File: src/rtl/qr_pkg.sv
// ---------------------------------------------------------------------------
// qr_pkg
// Shared definitions for the QR_CORDIC row sequencer.
//   - state_e       : sequencer FSM states (LOAD / ISSUE / WAIT / DRAIN)
//   - QR_DATA_WIDTH : default bits per signed matrix element
//   - QR_D_WIDTH    : default elements per row (array width)
//   - QR_ROWS       : default rows per matrix
//   - QR_ROW_W      : default packed row width in bits
// ---------------------------------------------------------------------------
package qr_pkg;

    localparam int QR_DATA_WIDTH = 20;
    localparam int QR_D_WIDTH    = 4;
    localparam int QR_ROWS       = 8;
    localparam int QR_ROW_W      = QR_DATA_WIDTH * QR_D_WIDTH;

    typedef enum logic [1:0] {
        LOAD  = 2'd0,
        ISSUE = 2'd1,
        WAIT  = 2'd2,
        DRAIN = 2'd3
    } state_e;

endpackage : qr_pkg

File: src/rtl/qr_row_buf.sv
// ---------------------------------------------------------------------------
// qr_row_buf
// DEPTH-deep row register file with one synchronous write port and one
// combinational read port. Contents are not reset; every row is written
// before it is read within a matrix pass.
// Ports:
//   i_clk      : clock (rising edge)
//   i_wr_en    : write strobe
//   i_wr_addr  : write row index
//   i_wr_data  : write row data
//   i_rd_addr  : read row index
//   o_rd_data  : read row data (combinational)
// ---------------------------------------------------------------------------
module qr_row_buf
    import qr_pkg::*;
#(
    parameter int ROW_W = QR_ROW_W,
    parameter int DEPTH = QR_ROWS,
    parameter int AW    = $clog2(DEPTH)
) (
    input  logic             i_clk,
    input  logic             i_wr_en,
    input  logic [AW-1:0]    i_wr_addr,
    input  logic [ROW_W-1:0] i_wr_data,
    input  logic [AW-1:0]    i_rd_addr,
    output logic [ROW_W-1:0] o_rd_data
);

    logic [ROW_W-1:0] r_mem [DEPTH];

    // Row storage write port.
    always_ff @(posedge i_clk) begin
        if (i_wr_en) begin
            r_mem[i_wr_addr] <= i_wr_data;
        end
    end

    assign o_rd_data = r_mem[i_rd_addr];

endmodule : qr_row_buf

File: src/rtl/qr_cordic_sched.sv
// ---------------------------------------------------------------------------
// qr_cordic_sched
// Buffers one ROWS x D_WIDTH matrix from a host (valid/ready), issues it to
// the QR_CORDIC array as one gap-free burst (the array has no backpressure),
// captures ROWS result rows and returns them to a consumer (valid/ready).
// Optional watchdog: define QR_SCHED_TIMEOUT_EN to abort a WAIT that sees no
// result progress for TIMEOUT cycles (err pulses, FSM returns to LOAD).
// Ports:
//   clk, rst_n           : clock, synchronous active-low reset
//   in_valid/in_ready    : host row handshake, in_row = host row (elem 0 MSBs)
//   core_valid_i/a_ij    : registered burst to the array
//   core_valid_o/out_r   : result rows from the array
//   out_valid/out_ready  : consumer handshake; out_row/out_idx/out_last
//   busy                 : high in ISSUE or WAIT
//   err                  : one-cycle watchdog pulse (0 without the macro)
// ---------------------------------------------------------------------------
module qr_cordic_sched
    import qr_pkg::*;
#(
    parameter int DATA_WIDTH = QR_DATA_WIDTH,
    parameter int D_WIDTH    = QR_D_WIDTH,
    parameter int ROWS       = QR_ROWS,
    parameter int TIMEOUT    = 256
) (
    input  logic                          clk,
    input  logic                          rst_n,
    input  logic                          in_valid,
    output logic                          in_ready,
    input  logic [DATA_WIDTH*D_WIDTH-1:0] in_row,
    output logic                          core_valid_i,
    output logic [DATA_WIDTH*D_WIDTH-1:0] core_a_ij,
    input  logic                          core_valid_o,
    input  logic [DATA_WIDTH*D_WIDTH-1:0] core_out_r,
    output logic                          out_valid,
    input  logic                          out_ready,
    output logic [DATA_WIDTH*D_WIDTH-1:0] out_row,
    output logic [$clog2(ROWS)-1:0]       out_idx,
    output logic                          out_last,
    output logic                          busy,
    output logic                          err
);

    localparam int ROW_W = DATA_WIDTH * D_WIDTH;
    localparam int AW    = $clog2(ROWS);
    localparam int CW    = $clog2(ROWS + 1);
    localparam logic [CW-1:0] C_LAST = CW'(ROWS - 1);
    localparam logic [CW-1:0] C_FULL = CW'(ROWS);

    state_e           r_state;
    state_e           w_state_nxt;
    logic [CW-1:0]    r_wcnt;
    logic [CW-1:0]    r_icnt;
    logic [CW-1:0]    r_ccnt;
    logic [CW-1:0]    r_rcnt;
    logic             r_core_valid_i;
    logic [ROW_W-1:0] r_core_a_ij;
    logic             w_in_acc;
    logic             w_last_acc;
    logic             w_out_acc;
    logic             w_cap;
    logic             w_tmo;
    logic [ROW_W-1:0] w_ibuf_rd;
    logic [ROW_W-1:0] w_obuf_rd;

    assign in_ready   = rst_n && (r_state == LOAD);
    assign w_in_acc   = in_valid && in_ready;
    assign w_last_acc = w_in_acc && (r_wcnt == C_LAST);
    // Capture only while a matrix is in flight and not yet complete.
    assign w_cap      = ((r_state == ISSUE) || (r_state == WAIT)) &&
                        core_valid_o && (r_ccnt != C_FULL);
    assign w_out_acc  = out_valid && out_ready;

    qr_row_buf #(.ROW_W(ROW_W), .DEPTH(ROWS), .AW(AW)) u_ibuf (
        .i_clk     (clk),
        .i_wr_en   (w_in_acc),
        .i_wr_addr (r_wcnt[AW-1:0]),
        .i_wr_data (in_row),
        .i_rd_addr (r_icnt[AW-1:0]),
        .o_rd_data (w_ibuf_rd)
    );

    qr_row_buf #(.ROW_W(ROW_W), .DEPTH(ROWS), .AW(AW)) u_obuf (
        .i_clk     (clk),
        .i_wr_en   (w_cap),
        .i_wr_addr (r_ccnt[AW-1:0]),
        .i_wr_data (core_out_r),
        .i_rd_addr (r_rcnt[AW-1:0]),
        .o_rd_data (w_obuf_rd)
    );

    // FSM state register.
    always_ff @(posedge clk) begin
        if (!rst_n) begin
            r_state <= LOAD;
        end else begin
            r_state <= w_state_nxt;
        end
    end

    // FSM next-state decode.
    always_comb begin
        w_state_nxt = r_state;
        case (r_state)
            LOAD: begin
                if (w_last_acc) w_state_nxt = ISSUE;
                else            w_state_nxt = LOAD;
            end
            ISSUE: begin
                if (r_icnt == C_FULL) w_state_nxt = WAIT;
                else                  w_state_nxt = ISSUE;
            end
            WAIT: begin
                if (r_ccnt == C_FULL) w_state_nxt = DRAIN;
                else if (w_tmo)       w_state_nxt = LOAD;
                else                  w_state_nxt = WAIT;
            end
            DRAIN: begin
                if (w_out_acc && (r_rcnt == C_LAST)) w_state_nxt = LOAD;
                else                                 w_state_nxt = DRAIN;
            end
            default: w_state_nxt = LOAD;
        endcase
    end

    // Row counters: host write, burst issue, result capture, consumer read.
    always_ff @(posedge clk) begin
        if (!rst_n) begin
            r_wcnt <= CW'(0);
            r_icnt <= CW'(0);
            r_ccnt <= CW'(0);
            r_rcnt <= CW'(0);
        end else begin
            if (w_last_acc)    r_wcnt <= CW'(0);
            else if (w_in_acc) r_wcnt <= r_wcnt + CW'(1);
            else               r_wcnt <= r_wcnt;

            // r_icnt is the ibuf row presented on the next edge; row 0 goes
            // out on the edge of the final accept, so issuing starts at 1.
            if (w_last_acc)                                r_icnt <= CW'(1);
            else if (r_state == ISSUE && r_icnt != C_FULL) r_icnt <= r_icnt + CW'(1);
            else if (r_state == ISSUE)                     r_icnt <= CW'(0);
            else                                           r_icnt <= r_icnt;

            if (w_state_nxt == LOAD) r_ccnt <= CW'(0);
            else if (w_cap)          r_ccnt <= r_ccnt + CW'(1);
            else                     r_ccnt <= r_ccnt;

            if (w_state_nxt == LOAD) r_rcnt <= CW'(0);
            else if (w_out_acc)      r_rcnt <= r_rcnt + CW'(1);
            else                     r_rcnt <= r_rcnt;
        end
    end

    // Registered burst to the array; first row launches with the final accept.
    always_ff @(posedge clk) begin
        if (!rst_n) begin
            r_core_valid_i <= 1'b0;
            r_core_a_ij    <= ROW_W'(0);
        end else if (w_last_acc || (r_state == ISSUE && r_icnt != C_FULL)) begin
            r_core_valid_i <= 1'b1;
            r_core_a_ij    <= w_ibuf_rd;
        end else begin
            r_core_valid_i <= 1'b0;
            r_core_a_ij    <= ROW_W'(0);
        end
    end

`ifdef QR_SCHED_TIMEOUT_EN
    localparam int WW = $clog2(TIMEOUT + 1);

    logic [WW-1:0] r_wdog;
    logic          r_err;

    // Stalled-WAIT detection: no capture on the final allowed cycle.
    assign w_tmo = (r_state == WAIT) && !w_cap && (r_ccnt != C_FULL) &&
                   (r_wdog == WW'(TIMEOUT - 1));

    // Watchdog counts WAIT cycles without a capture; cleared outside WAIT.
    always_ff @(posedge clk) begin
        if (!rst_n) begin
            r_wdog <= WW'(0);
            r_err  <= 1'b0;
        end else begin
            r_err <= w_tmo;
            if (r_state != WAIT)  r_wdog <= WW'(0);
            else if (!w_cap)      r_wdog <= r_wdog + WW'(1);
            else                  r_wdog <= r_wdog;
        end
    end

    assign err = r_err;
`else
    logic w_unused_tmo;

    assign w_tmo        = 1'b0;
    assign err          = 1'b0;
    assign w_unused_tmo = (TIMEOUT > 0);
`endif

    assign core_valid_i = r_core_valid_i;
    assign core_a_ij    = r_core_a_ij;
    assign busy         = (r_state == ISSUE) || (r_state == WAIT);
    assign out_valid    = (r_state == DRAIN);
    assign out_row      = out_valid ? w_obuf_rd : ROW_W'(0);
    assign out_idx      = out_valid ? r_rcnt[AW-1:0] : AW'(0);
    assign out_last     = out_valid && (r_rcnt == C_LAST);

endmodule : qr_cordic_sched

File: config.mk
export PLATFORM = sky130hd
export DESIGN_NAME = qr_cordic_sched
export DESIGN_NICKNAME = d
export VERILOG_FILES = /design/src/rtl/qr_pkg.sv /design/src/rtl/qr_row_buf.sv /design/src/rtl/qr_cordic_sched.sv
export SDC_FILE = /design/constraint.sdc
export NUM_CORES = 1
export LEC_CHECK = 0
export ABC_AREA = 1
export CAP_MARGIN = 20
export CORE_MARGIN = 2
export CORE_UTILIZATION = 50
export DETAILED_ROUTE_END_ITERATION = 12
export HOLD_SLACK_MARGIN = 0.03
export PLACE_DENSITY_LB_ADDON = 0.08
export SLEW_MARGIN = 20
export SYNTH_ARGS = -nofsm -noshare
export SYNTH_HDL_FRONTEND = slang
export SYNTH_SLANG_ARGS = --single-unit
File: constraint.sdc
create_clock -name clk -period 10.1 [get_ports clk]
set_input_delay 1.515 -clock clk [delete_from_list [all_inputs] [get_ports clk]]
set_output_delay 1.515 -clock clk [all_outputs]
set_load 0.05 [all_outputs]
Word-level counts from Yosys, hierarchy flattened
Memories as Yosys holds them, arrays and structs flattened. A register that Yosys moved wholly into a read port is not among the register bits. Index checks and enable logic that the tools add are counted. Widths: inputs -> output; s select.

Eq/ne operators: 9. Reductions and logical operators: 19. Add/sub/neg operators: 4. Muxes and demuxes: 17. Bitwise operators: 1.

Operators by type and width (number): $mux 80 (1); $add 4x1->4 const B (4); $logic_and 1x1->1 (9); $mux 3 (3); $eq 4x3->1 const B (2); $eq 4x4->1 const B (2); $mux 1 (8); $mux 4 (2); $ne 4x4->1 const B (2); $pmux 2 s4 (1); $eq 2x2->1 const B (2); $logic_not 2->1 (2); $mux 2 (2); $reduce_or 2->1 (2); $reduce_bool 3->1 (1); $eq 2x1->1 const B (1); $logic_or 1x1->1 (2); $reduce_and 2->1 (1); $reduce_bool 2->1 (1); $logic_not 1->1 (1); $not 1->1 (1).

Memories: 2. Word-level logic and storage cells: 59. Bits in writable memories: 1280. Output and inout port bits: 169. Bits in registers: 19. Input bits: 165.

Memory list: u_ibuf.r_mem (depth 8, width 80, rd ports 1, clocked after memory_dff 1, write ports 1, RTL line qr_row_buf.sv:29) `logic [ROW_W-1:0] r_mem [DEPTH];`; u_obuf.r_mem (depth 8, width 80, rd ports 1, clocked after memory_dff 1, write ports 1, RTL line qr_row_buf.sv:29).

Depth between registers and ports, before layout
Word-level depth: 9. Gate-level depth with buffers: 14. Gate-level depth less buffers: 10.

Cells and area by module
From an unflattened synthesis, not the netlist that was laid out.

Cell total of the unflattened synthesis: 6135. Area total of the unflattened synthesis: 60063.9 µm².

By module, submodules not included: qr_row_buf (instances 2, sequential area each 19218.4 µm², area each 27910.5 µm², cells an instance 2783); qr_cordic_sched (instances 1, sequential area each 1981.9 µm², area each 4242.8 µm², cells an instance 569).

Least setup slack after synthesis
No wires, ideal clock.

Path type: input to register. Start point: in core_valid_o. End point: mem u_obuf.r_mem[6][0] (netlist name), enable pin. Cell stages on the path: 4. Buffers on the path: 0. Slack: 2182 ps. Setup time: 617 ps. Required time: 9483 ps. Data arrival time: 7301 ps. Cell sequence: nand3_1 > inv_1 > nand2_1 > nor3_1.

Word-level cells in the longest chain between the ends: 4.

RTL lines: start: declaration (RTL line qr_cordic_sched.sv:32) `input logic core_valid_o,`; $logic_and 1x1->1 (RTL line qr_cordic_sched.sv:69) `assign w_cap = ((r_state == ISSUE) || (r_state == WAIT)) &&`; $logic_and 1x1->1 (RTL line qr_cordic_sched.sv:70) `core_valid_o && (r_ccnt != C_FULL);`; $mux 1 (RTL line qr_row_buf.sv:33) `if (i_wr_en) begin`; $mux 1 (not written as such) (RTL line qr_row_buf.sv:34) `r_mem[i_wr_addr] <= i_wr_data;`; end: declaration (RTL line qr_row_buf.sv:29).

No other way between the ends.

==> reports/qor.csv <==
stage,metric,value,unit
status,status,finished clean,
clock_tree,htreeDepth,4,
global_route,antenna_found_initial,23,
floorplanning,start_util,0.505,
cells_and_area,finalInstanceArea,0.0614,mm2
worst_setup_path,worst_ep_arrival_time,4.98,ns
synthesis,synthXorXnorAreaFrac,0.00100,
floorplanning,io_pins,334,
synthesis,synth_compound_area_frac,0.110,
clock_tree,cts_tree,done,
timing,slew_violations,0,
place,io_buffers,332,
global_route,grt_overflow,0,
floorplanning,row_count,118,
place,dp_hpwl,60700,um
drt,drt-vias-per-instance,5.61,
place,place_congestion,0.748,
worst_setup_path,worst_setup_path_end_kind,output port,
worst_setup_path,crit_path_end,out_row[61],
timing,fin_crit_sh,0.643,
clock_tree,cts.repair.resized,0,
drt,drtIter0Drc,2893,
timing,min_period,6.49,ns
place,placed_area,0.0568,mm2
synthesis,avgSynthCellArea,13.2,um2
timing,hold_viol_final,0,
worst_setup_path,crit_chain,buf_4 > buf_4 > o21ai_0 > o22ai_1 > nor2_1 > nor2_1 > clkdlybuf4s50_1,
worst_setup_path,rr_endpoint,core_a_ij[25]$_SDFF_PN0_,
worst_setup_path,cp_slowest_cell,dfxtp_4,
cells_and_area,fin_util,0.592,
global_route,first_global_vias,30919,
drt,antenna_left,0,
clock_tree,cts_setup_buffers,0,
synthesis,synth.yosys.seq_area_share,0.772,
clock_tree,clk_pin_slew,0.06,ns
synthesis,synth_fa_ha_area_frac,0.00286,
worst_setup_path,required,8.59,ns
synthesis,syn-cell-area,0.0525,mm2
timing,skew,0.0208,ns
synthesis,syn_nets,4146,
clock_tree,clk_latency,0.74,ns
clock_tree,cts_buffer_depth,3,
run,cap_viol_max_count,0,
worst_setup_path,critPathMaxFanout,88,
power_and_ir_drop,ir_worst_vdd,153,uV
clock_tree,cts_num_sinks,1382,
cells_and_area,layout-drive-gt1-share,0.0630,
floorplanning,die_w,328,um
floorplanning,core-area,0.104,mm2
clock_tree,cts-hold-fix-buffers,0,
synthesis,synth_area_leaders,"edfxtp_1 (73%), nor2_1 (6.4%), o21ai_0 (5.5%)",
worst_setup_path,critPathLaunchType,flip-flop,
power_and_ir_drop,p_leak,20.2,nW
floorplanning,die_area,0.108,mm2
worst_setup_path,max_stage_delay,0.94,ns
clock_tree,numCtsBuffers,145,
cells_and_area,fill_cells,8177,
synthesis,yosys_warnings,0,
timing,worst_pin_slew,1.18,ns
worst_setup_path,reg2reg_depth,9,
worst_setup_path,worstReg2RegStart,r_icnt[1]$_SDFFE_PP0P_,
drt,routed_wl,126000,um
worst_setup_path,critPathKind,flip-flop to output port,
clock_tree,cts_root_buffer,clkbuf_16,
synthesis,ys_types,29,
drt,route.detailed.drc,0,
cells_and_area,finalNetCount,4409,
global_route,grt_pass1_wl,189000,um
min_path,hold_path_class,flip-flop to flip-flop,
synthesis,synthSimpleGateAreaFrac,0.0872,
synthesis,synth_top_area_share,0.733,
timing,max_freq,154,MHz
global_route,grt_max_degree,224,
synthesis,synth_top_family_by_area,compound AO/OA/AOI/OAI gates,
timing,max-slew-margin-rel,0.212,
worst_setup_path,r2r_setup_slack,6.26,ns
floorplanning,die_h,328,um
cells_and_area,area_growth,17.1,%
synthesis,synth_seq_cells,1382,
synthesis,synthMuxAreaShare,0,
drt,routedWlPerCell,22.0,um
synthesis,synth.largest_area_cell,edfxtp_1,
timing,finalSetupViolCount,0,
power_and_ir_drop,pwr_density_cell,188,mW/mm2
drt,vias,32144,
global_route,grt_usage,0.232,
timing,rsz0062_at_grt,false,
synthesis,synthCells,3969,
timing,finalSetupTns,0,ns
drt,first_pass_iters,5,
==> power by group <==
group	leakage (nW)	internal [mW]	switching (mW)	total (mW)
clock network	2.23	2.99	2.10	5.08
registers	12.4	6.27	0.00510	6.28
logic	5.62	0.0686	0.101	0.169
==> cell families (layout without fill, tap and decap cells) <==
logic type,after synthesis,count (layout)
adder cells (fa/ha/maj),12,12
AO/OA/AOI/OAI,1051,1051
flip-flops,1382,1382
AND/OR/NAND/NOR,1210,1210
XOR/XNOR,6,6
other,1,8
buffers and inverters,307,684
==> how the worst min path moves through the flow <==
stage / startpoint / end / slack (ns) / cells after the start
2_1_floorplan: r_wcnt[3]$_SDFFE_PP0P_ / r_wcnt[3]$_SDFFE_PP0P_ / 0.44 / 2
5_1_grt: r_wcnt[3]$_SDFFE_PP0P_ / r_wcnt[3]$_SDFFE_PP0P_ / 0.51 / 2
6_report: r_wcnt[3]$_SDFFE_PP0P_ / r_wcnt[3]$_SDFFE_PP0P_ / 0.46 / 2
4_1_cts: r_wcnt[3]$_SDFFE_PP0P_ / r_wcnt[3]$_SDFFE_PP0P_ / 0.47 / 2
3_3_place_gp: r_wcnt[3]$_SDFFE_PP0P_ / r_wcnt[3]$_SDFFE_PP0P_ / 0.45 / 2
3_5_place_dp: r_wcnt[3]$_SDFFE_PP0P_ / r_wcnt[3]$_SDFFE_PP0P_ / 0.46 / 2
==> synthesized netlist by cell type <==
library cell / number
o21ai_2: 1
conb_1: 1
nand3_1: 9
xor2_1: 4
o211ai_1: 80
ha_1: 12
nor2_2: 1
xnor2_1: 2
inv_1: 38
buf_2: 69
clkbuf_1: 138
o21ai_0: 575
buf_1: 16
clkbuf_2: 6
dfxtp_1: 102
inv_2: 3
o21ai_1: 70
buf_6: 9
nand2_1: 294
edfxtp_1: 1280
nor3_1: 1
nor3b_1: 1
buf_4: 26
buf_8: 1
clkinv_4: 1
a21oi_1: 85
nor2_1: 899
nand4_1: 5
o22ai_1: 240
==> stage by stage <==
step	hold WS, ns	cells	total power, mW	setup WS [ns]
3_3_place_gp	0.454	5463	6.56	4.44
3_5_place_dp	0.459	5464	6.57	4.38
4_1_cts	0.467	5725	11.6	3.57
5_1_grt	0.513	5732	11.9	3.31
6_report	0.465	5733	11.5	3.61
2_1_floorplan	0.442	3969	6.43	2.18
==> critical path, delay by kind of cell, from the launching register on <==
family / cells / cell delay [ns]
flops: 1 / 0.94
compound gates: 2 / 0.41
simple gates: 2 / 0.33
buf+inv: 3 / 2.42
==> layout by cell type (no fill, tap or decap), types with 44 or more instances in the layout <==
master           count
a21oi_1             85
o211ai_1            80
nand2_1            294
dfxtp_1             96
clkbuf_1            45
edfxtp_1          1280
nor2_1             885
buf_4               44
clkdlybuf4s50_1    332
o21ai_0            575
o21ai_1             70
clkbuf_16          152
o22ai_1            240
==> per-layer routing <==
| layer | share of wire | vias to the layer above | GRT usage |
|---|---|---|---|
| met2 | 0.48 | 897 | 0.375 |
| met5 | 0.0015 | - | 0 |
| li1 | - | 15025 | - |
| met1 | 0.42 | 15983 | 0.308 |
| met3 | 0.070 | 207 | 0.0565 |
| met4 | 0.024 | 32 | 0.0810 |
==> layout make-up <==
cell class / instances / area [um2] / share of cell area
Inverter: 42 / 179 / 0.00291
Multi-Input combinational cell: 2280 / 10700 / 0.174
Sequential cell: 1382 / 40500 / 0.660
Antenna cell: 7 / 17.5 / 0.000285
Timing Repair Buffer: 381 / 3750 / 0.0611
Clock inverter: 56 / 462 / 0.00752
Clock buffer: 205 / 4080 / 0.0665
Tap cell: 1380 / 1730 / 0.0281
==> sequential cells by signal, indices dropped and copies added (netlist names), 2 cells and up, named ones only <==
signal / count
core_a_ij: 80
r_ccnt: 4
r_icnt: 4
r_rcnt: 4
r_state: 2
r_wcnt: 4
u_ibuf.r_mem: 640
u_obuf.r_mem: 640
No activity file was read; power rests on OpenSTA's default activity.
